[src/rtl/mdio_master_if.sv]
`default_nettype none
// ============================================================================
// Module      : mdio_master_if
// Description : Command/response bus between local PHY bring-up logic and the
//               Clause-22 MDIO master.
//   cmd_valid/cmd_ready : request handshake (accept = valid & ready)
//   cmd_write           : 1 = register write, 0 = register read
//   cmd_phy_addr        : 5-bit PHY address
//   cmd_reg_addr        : 5-bit register address
//   cmd_wdata           : 16-bit write data (ignored for reads)
//   rsp_valid           : one-cycle completion pulse for user commands
//   rsp_rdata           : last read data, held until the next read completes
//   rsp_err             : read turnaround sampled high (no PHY answered)
// Modports    : master = command issuer, slave = mdio_master
// Revision    : 1.0 - initial release
// ============================================================================
interface mdio_master_if;
  logic        cmd_valid;
  logic        cmd_ready;
  logic        cmd_write;
  logic [4:0]  cmd_phy_addr;
  logic [4:0]  cmd_reg_addr;
  logic [15:0] cmd_wdata;
  logic        rsp_valid;
  logic [15:0] rsp_rdata;
  logic        rsp_err;

  modport master (
    output cmd_valid, cmd_write, cmd_phy_addr, cmd_reg_addr, cmd_wdata,
    input  cmd_ready, rsp_valid, rsp_rdata, rsp_err
  );

  modport slave (
    input  cmd_valid, cmd_write, cmd_phy_addr, cmd_reg_addr, cmd_wdata,
    output cmd_ready, rsp_valid, rsp_rdata, rsp_err
  );
endinterface
`default_nettype wire

[src/rtl/mdio_master.sv]
`default_nettype none
// ============================================================================
// Module      : mdio_master
// Description : Clause-22 MDIO/SMI management master. Serialises single
//               register read/write commands into 64-bit management frames
//               (32 preamble, ST, OP, PHYAD, REGAD, TA, 16 data bits) and
//               returns read data.
// Ports       : clk      - system clock
//               reset_n  - synchronous, active-low reset
//               bus      - mdio_master_if.slave command/response bus
//               busy     - frame in progress
//               mdc      - management clock (held low when idle)
//               mdio_o   - serial data out
//               mdio_oe  - serial data output enable (0 = released)
//               mdio_i   - serial data in
//               link_up  - BMSR bit 2 from autopoll
// Parameters  : CLK_DIV     - clk cycles per MDC half-period (>= 2)
//               POLL_PHY    - PHY address used by autopoll
//               POLL_CYCLES - clk cycles between autopoll reads
// Options     : MDIO_AUTOPOLL_EN - when defined, periodically reads BMSR of
//               POLL_PHY while idle and reports link status on link_up;
//               when undefined there is no poll logic and link_up is 0.
// Revision    : 1.0 - initial release
// ============================================================================
module mdio_master #(
  parameter int         CLK_DIV     = 10,
  parameter logic [4:0] POLL_PHY    = 5'd1,
  parameter int         POLL_CYCLES = 5_000_000
) (
  input  wire logic       clk,
  input  wire logic       reset_n,
  mdio_master_if.slave    bus,
  output logic            busy,
  output logic            mdc,
  output logic            mdio_o,
  output logic            mdio_oe,
  input  wire logic       mdio_i,
  output logic            link_up
);

  localparam int                DIV_W    = $clog2(CLK_DIV);
  localparam logic [DIV_W-1:0]  DIV_LAST = DIV_W'(CLK_DIV - 1);

  // Frame bit positions where the phase changes
  localparam logic [5:0] BIT_HDR  = 6'd32;
  localparam logic [5:0] BIT_TA   = 6'd46;
  localparam logic [5:0] BIT_TA2  = 6'd47;
  localparam logic [5:0] BIT_DATA = 6'd48;
  localparam logic [5:0] BIT_LAST = 6'd63;

  typedef enum logic [2:0] {
    S_IDLE = 3'd0,
    S_PRE  = 3'd1,
    S_HDR  = 3'd2,
    S_TA   = 3'd3,
    S_DATA = 3'd4,
    S_DONE = 3'd5
  } state_t;

  state_t            state;
  logic [DIV_W-1:0]  div_cnt;
  logic [5:0]        bit_cnt;
  logic [5:0]        next_bit;
  logic [62:0]       frame;      // frame bits 1..63, next bit at [62]
  logic              is_write;
  logic              is_poll;
  logic              ta_err;
  logic [15:0]       rd_shift;
  logic              rsp_valid_q;
  logic [15:0]       rsp_rdata_q;
  logic              rsp_err_q;
  logic              start_user;
  logic              start_poll;

  assign bus.cmd_ready = (state == S_IDLE);
  assign bus.rsp_valid = rsp_valid_q;
  assign bus.rsp_rdata = rsp_rdata_q;
  assign bus.rsp_err   = rsp_err_q;
  assign busy          = (state != S_IDLE);
  assign start_user    = (state == S_IDLE) && bus.cmd_valid;
  assign next_bit      = bit_cnt + 6'd1;

  // Bits 1..63 of a frame. Bit 0 is always a preamble '1' and is driven
  // directly at frame start. For reads the TA/data positions are don't-care
  // because the line is released; they are filled with '1'.
  function automatic logic [62:0] build_frame(
    input logic        wr,
    input logic [4:0]  phy,
    input logic [4:0]  rg,
    input logic [15:0] wd
  );
    build_frame = {31'h7FFF_FFFF, 2'b01, (wr ? 2'b01 : 2'b10), phy, rg,
                   2'b10, (wr ? wd : 16'hFFFF)};
  endfunction

`ifdef MDIO_AUTOPOLL_EN
  localparam int               TMR_W    = (POLL_CYCLES > 1) ? $clog2(POLL_CYCLES) : 1;
  localparam logic [TMR_W-1:0] TMR_LAST = TMR_W'(POLL_CYCLES - 1);

  logic [TMR_W-1:0] poll_timer;
  logic             link_up_q;

  // A user request in the expiry cycle wins; the timer then stays at its
  // terminal value so the poll starts on the next idle cycle without a request.
  assign start_poll = (state == S_IDLE) && !bus.cmd_valid && (poll_timer == TMR_LAST);
  assign link_up    = link_up_q;

  always_ff @(posedge clk) begin
    if (!reset_n) begin
      poll_timer <= '0;
    end else if ((state == S_IDLE) && !bus.cmd_valid) begin
      poll_timer <= start_poll ? '0 : poll_timer + 1'b1;
    end
  end
`else
  // No poll in this build; POLL_CYCLES only matters with autopoll and the
  // comparison is false for every legal setting.
  assign start_poll = (POLL_CYCLES < 0);
  assign link_up    = 1'b0;
`endif

  always_ff @(posedge clk) begin
    if (!reset_n) begin
      state       <= S_IDLE;
      div_cnt     <= '0;
      bit_cnt     <= '0;
      frame       <= '1;
      is_write    <= 1'b0;
      is_poll     <= 1'b0;
      ta_err      <= 1'b0;
      rd_shift    <= '0;
      mdc         <= 1'b0;
      mdio_o      <= 1'b1;
      mdio_oe     <= 1'b0;
      rsp_valid_q <= 1'b0;
      rsp_rdata_q <= '0;
      rsp_err_q   <= 1'b0;
`ifdef MDIO_AUTOPOLL_EN
      link_up_q   <= 1'b0;
`endif
    end else begin
      rsp_valid_q <= 1'b0;
      case (state)
        S_IDLE: begin
          mdc     <= 1'b0;
          mdio_o  <= 1'b1;
          mdio_oe <= 1'b0;
          div_cnt <= '0;
          bit_cnt <= '0;
          if (start_user || start_poll) begin
            frame    <= start_user
                        ? build_frame(bus.cmd_write, bus.cmd_phy_addr,
                                      bus.cmd_reg_addr, bus.cmd_wdata)
                        : build_frame(1'b0, POLL_PHY, 5'd1, 16'hFFFF);
            is_write <= start_user && bus.cmd_write;
            is_poll  <= !start_user;
            mdio_o   <= 1'b1;   // bit 0: preamble
            mdio_oe  <= 1'b1;
            state    <= S_PRE;
          end
        end

        S_DONE: begin
          state <= S_IDLE;
        end

        default: begin  // S_PRE, S_HDR, S_TA, S_DATA
          if (div_cnt != DIV_LAST) begin
            div_cnt <= div_cnt + 1'b1;
          end else begin
            div_cnt <= '0;
            if (!mdc) begin
              // Rising MDC: capture the PHY's bit for the current position
              mdc <= 1'b1;
              if (bit_cnt == BIT_TA2) begin
                ta_err <= mdio_i;
              end
              if (state == S_DATA) begin
                rd_shift <= {rd_shift[14:0], mdio_i};
              end
            end else if (bit_cnt == BIT_LAST) begin
              mdc     <= 1'b0;
              mdio_o  <= 1'b1;
              mdio_oe <= 1'b0;
              state   <= S_DONE;
              if (is_poll) begin
`ifdef MDIO_AUTOPOLL_EN
                link_up_q <= !ta_err && rd_shift[2];
`endif
              end else begin
                rsp_valid_q <= 1'b1;
                if (is_write) begin
                  rsp_err_q <= 1'b0;
                end else begin
                  rsp_rdata_q <= rd_shift;
                  rsp_err_q   <= ta_err;
                end
              end
            end else begin
              // Falling MDC: present the next frame bit
              mdc     <= 1'b0;
              bit_cnt <= next_bit;
              mdio_o  <= frame[62];
              frame   <= {frame[61:0], 1'b1};
              mdio_oe <= is_write || (next_bit < BIT_TA);
              case (next_bit)
                BIT_HDR:  state <= S_HDR;
                BIT_TA:   state <= S_TA;
                BIT_DATA: state <= S_DATA;
                default:  ;
              endcase
            end
          end
        end
      endcase
    end
  end

endmodule
`default_nettype wire

[src/flat_wrapper.sv]
// flat-port wrapper written by rule: the top's interface ports become plain ports
module mdio_master_flat 
#(
  parameter int         CLK_DIV     = 10,
  parameter logic [4:0] POLL_PHY    = 5'd1,
  parameter int         POLL_CYCLES = 5_000_000
)
  (clk, reset_n, busy, mdc, mdio_o, mdio_oe, mdio_i, link_up, bus_cmd_valid, bus_cmd_write, bus_cmd_phy_addr, bus_cmd_reg_addr, bus_cmd_wdata, bus_cmd_ready, bus_rsp_valid, bus_rsp_rdata, bus_rsp_err);
  mdio_master_if bus_i ();
  input  wire logic clk;
  input  wire logic reset_n;
  output logic busy;
  output logic mdc;
  output logic mdio_o;
  output logic mdio_oe;
  input  wire logic mdio_i;
  output logic link_up;
  input wire logic [$bits(bus_i.cmd_valid)-1:0] bus_cmd_valid;
  input wire logic [$bits(bus_i.cmd_write)-1:0] bus_cmd_write;
  input wire logic [$bits(bus_i.cmd_phy_addr)-1:0] bus_cmd_phy_addr;
  input wire logic [$bits(bus_i.cmd_reg_addr)-1:0] bus_cmd_reg_addr;
  input wire logic [$bits(bus_i.cmd_wdata)-1:0] bus_cmd_wdata;
  output wire logic [$bits(bus_i.cmd_ready)-1:0] bus_cmd_ready;
  output wire logic [$bits(bus_i.rsp_valid)-1:0] bus_rsp_valid;
  output wire logic [$bits(bus_i.rsp_rdata)-1:0] bus_rsp_rdata;
  output wire logic [$bits(bus_i.rsp_err)-1:0] bus_rsp_err;
  assign bus_i.cmd_valid = bus_cmd_valid;
  assign bus_i.cmd_write = bus_cmd_write;
  assign bus_i.cmd_phy_addr = bus_cmd_phy_addr;
  assign bus_i.cmd_reg_addr = bus_cmd_reg_addr;
  assign bus_i.cmd_wdata = bus_cmd_wdata;
  assign bus_cmd_ready = bus_i.cmd_ready;
  assign bus_rsp_valid = bus_i.rsp_valid;
  assign bus_rsp_rdata = bus_i.rsp_rdata;
  assign bus_rsp_err = bus_i.rsp_err;
  mdio_master #(.CLK_DIV(CLK_DIV), .POLL_PHY(POLL_PHY), .POLL_CYCLES(POLL_CYCLES)) u_core (.clk(clk), .reset_n(reset_n), .bus(bus_i), .busy(busy), .mdc(mdc), .mdio_o(mdio_o), .mdio_oe(mdio_oe), .mdio_i(mdio_i), .link_up(link_up));
endmodule
[config.mk]
export PLATFORM = sky130hd
export DESIGN_NAME = mdio_master_flat
export DESIGN_NICKNAME = d
export VERILOG_FILES = /design/src/rtl/mdio_master_if.sv /design/src/rtl/mdio_master.sv /design/src/flat_wrapper.sv
export SDC_FILE = /design/constraint.sdc
export NUM_CORES = 1
export LEC_CHECK = 0
export ABC_CLOCK_PERIOD_IN_PS = 5900
export BUFFER_PORTS_ARGS = -buffer_cell sky130_fd_sc_hd__buf_2
export CAP_MARGIN = 20
export CELL_PAD_IN_SITES_DETAIL_PLACEMENT = 0
export CELL_PAD_IN_SITES_GLOBAL_PLACEMENT = 1
export CORE_ASPECT_RATIO = 0.9
export CORE_MARGIN = 5
export CORE_UTILIZATION = 47
export CTS_CLUSTER_SIZE = 16
export DETAILED_ROUTE_END_ITERATION = 6
export GPL_TIMING_DRIVEN = 0
export PLACE_DENSITY = 0.9
export SLEW_MARGIN = 20
export SYNTH_ARGS = -nofsm -noshare
export SYNTH_HDL_FRONTEND = slang
export SYNTH_SLANG_ARGS = --single-unit
[constraint.sdc]
create_clock -name clk -period 5.9 [get_ports clk]
set_input_delay 1.18 -clock clk [delete_from_list [all_inputs] [get_ports clk]]
set_output_delay 1.18 -clock clk [all_outputs]
set_load 0.01 [all_outputs]
==> qor.yml <==
port-buffer-count: 51
synth_mux_area_frac: 0.01472
antenna_found_initial: 0
grt_pass1_vias: 4097
post_cts_buffers: 0
clockRootBuffer: "clkbuf_16"
ant_nets: 0
clock_path_buffers: 2
hp-class: "reg2reg"
critical_path_class: "reg2out"
async_reset_ff_frac: 0
drc_errors: 0
vias: 4339
drv_cap: 0
synthToLayoutAreaGrowth_pct: 21.25
synth.yosys.warnings: 0
fin_tns_setup_ns: 0
fin_ws_ns: 2.662
path_depth: 6
synthTopCellsByArea: "dfxtp_1 (48%), nand2_1 (11%), o22ai_1 (4.5%)"
grt_remaining_overflow: 0
vdd_drop_max_uv: 318.8
via_per_inst: 5.527
synthAdderAreaFrac: 0.01033
seq_area_frac_synth: 0.4792
start_util: 0.4770
min_from: "u_core.bus.rsp_rdata[2]"
num_io_pins: 55
dp_slack_ns: 3.073
fin_total_pwr_mw: 2.814
setup.worst_path.end: "bus_cmd_ready"
rows: 35
netSwitchingFraction: 0.3219
period_needed_ns: 3.238
syn-num-nets: 608
synthFlopType: "dfxtp_1"
die_h_um: 106.3
crit_path_start_kind: "flop"
fmax_ghz: 0.3089
cp_max_fo: 10
critPathArrivalTime_ns: 2.06
cts_hold_buf: 0
reg2reg_slack_ns: 3.51
pwr-share-clk: 0.372
synth-xor-area-share: 0.009037
max_slew_margin: 0.5264
synth_edf_count: 0
cp-end-kind: "output pin"
clkLatencyLatePin_ns: 0.41
fin_skew_ns: 0.008430
ys_types: 57
crit_top_cell: "buf_2"
fp.coreArea_um2: 10160
synth_top_family_by_area: "simple AND/OR/NAND/NOR gates"
fill_cells: 912
cts_sinks: 116
dieWidth_um: 117.0
postSynthCellCount: 573
ctsResizeCount: 0
power_density_nw_per_um2: 478.8
cp.required_ns: 4.72
finalSetupViolations: 0
die_area_um2: 12440
detail_route.wirelength_um: 11530
slowest_stage: "or3_1"
diodes: 0
reg2regPathDepth: 8
total_leakage_power_nw: 2.310
p_int_mw: 1.908
min_period_over_period: 0.5488
tightest_slew_ns: 0.7104
critPathLaunch: "u_core.state[2]"
clkSlewWorstSetupHoldPaths_ns: 0.05
rsz0062_at_grt: "false"
synth_top_area_share: 0.4792
hpwl_um: 7934
drt-initial-drc-count: 250
grt_max_degree: 17
wl_per_cell_um: 14.69
reg2reg_to: "u_core.bit_cnt[3]"
netSwitchingPower_mw: 0.9058
gp_congestion: 0.8129
path_buf_inv: 5
tritoncts: "built"
grt_pass1_wl_um: 19360
hold_violations: 0
cp_cell_sequence: "or3_1, buf_6, clkinv_4, buf_2, buf_2, buf_2"
drive_gt1_frac: 0.1784
netlist_area_um2: 4846
yosys.area.top_type: "dfxtp_1"
track_usage: 0.1945
pwr-share-seq: 0.350
ys_seq_elements: 116
synth-simple-area-share: 0.2391
synthTopCellsByCount: "nand2_1 (138), dfxtp_1 (116), a21oi_1 (40), nor2_1 (40), o22ai_1 (35)"
cp_top_family: "buffers and inverters"
synth_compound_gate_area_share: 0.1859
comb_power_share: 0.277
first_pass_iters: 7
cts_buffers: 17
r2r_start: "u_core.bit_cnt[1]"
final_max_slew_viol_count: 0
slowest_delay_ns: 0.40
syn_avg_cell_area_um2: 8.457
post-synth-top-count-cell: "nand2_1"
status: "completed"
htree_levels: 4
nets: 678
## cells in the final DEF, fill, tap and decap left out, drive strengths merged, types with 3 or more instances in the layout
cell type and n:
xor2 4, mux2i 6, dfxtp 116, and3 3, o21ai 9, or3 4
clkbuf 47, clkinv 5, bufinv 3, nand2 139, nor3 3, ha 4
o22ai 35, o211ai 21, nand4 5, a21oi 40, or2 3, nand3b 19
o311ai 10, buf 73, and2 3, inv 9, nand3 22, nor2 40
## power by group through the flow
stage,sequential (mW),clock (mW),combinational [mW]
after floorplan,0.978,0,0.593
after global placement,0.993,0,0.759
after detailed placement,0.996,0,0.774
after CTS,0.985,1.06,0.778
after global routing,1.00,1.10,0.867
final,0.986,1.05,0.780
## sequential cells by signal, indices dropped and copies added, names as in the netlist
signal / flops
u_core.bit_cnt: 6
u_core.is_poll: 1
u_core.div_cnt: 4
u_core.bus.rsp_valid: 1
u_core.bus.rsp_rdata: 16
u_core.ta_err: 1
u_core.state: 3
u_core.rd_shift: 16
u_core.mdio_o: 1
u_core.is_write: 1
u_core.mdio_oe: 1
u_core.mdc: 1
u_core.frame: 63
u_core.bus.rsp_err: 1
## routing by layer
| layer | part of all wire | vias up | GRT usage |
|---|---|---|---|
| met4 | 0.016 | 0 | 0.07781 |
| li1 | - | 2141 | - |
| met2 | 0.46 | 117 | 0.2994 |
| met5 | 0 | - | 0 |
| met1 | 0.47 | 2064 | 0.2650 |
| met3 | 0.053 | 17 | 0.04041 |
## through the flow
| stage | hold WS (ns) | utilization | instance area (um^2) | cells |
|---|---|---|---|---|
| CTS | 0.4473 | 0.5783 | 5876 | 785 |
| global route | 0.4629 | 0.5783 | 5876 | 785 |
| global placement | 0.4365 | 0.5180 | 5263 | 753 |
| finish | 0.4467 | 0.5783 | 5876 | 785 |
| detailed placement | 0.4401 | 0.5180 | 5263 | 753 |
| floorplan | 0.4366 | - | 4846 | 573 |
## final cells by class
class / count / area [um^2] / share of cell area
Timing Repair Buffer: 51 / 255.2 / 0.04344
Multi-Input combinational cell: 401 / 2228 / 0.3793
Inverter: 10 / 42.54 / 0.007240
Clock inverter: 9 / 125.1 / 0.02129
Sequential cell: 116 / 2322 / 0.3952
Buffer: 46 / 252.7 / 0.04302
Tap cell: 129 / 161.4 / 0.02747
Clock buffer: 23 / 488.0 / 0.08305
## worst register-to-register path: cells and delay by family (launching register included)
| kind | cells | cell delay, ns |
|---|---|---|
| buf+inv | 2 | 0.46 |
| flops | 1 | 0.42 |
| fa+ha+maj | 1 | 0.21 |
| simple gates | 2 | 0.24 |
| compound gates | 3 | 0.95 |
## worst min path at each step
stage / cells after the start / slack [ns] / endpoint
after floorplan: 2 / 0.44 / u_core.bus.rsp_rdata[15]
after detailed placement: 2 / 0.44 / u_core.bus.rsp_rdata[2]
after global placement: 2 / 0.44 / u_core.bus.rsp_rdata[2]
after global routing: 2 / 0.46 / u_core.bus.rsp_rdata[1]
after CTS: 2 / 0.45 / u_core.bus.rsp_rdata[2]
final: 2 / 0.45 / u_core.bus.rsp_rdata[2]
## kinds of logic (layout without fill, tap and decap cells)
logic type                 after synthesis  count (layout)
buffers and inverters                   56             139
muxes                                    7               7
adders and majority gates                4               4
DFF                                    116             116
xor gates and xnor gates                 5               5
AOI/OAI and AO/OA                      133             133
and+or+nand+nor                        251             251
other                                    1               1
Note: power is estimated with default switching activity, not from simulation.
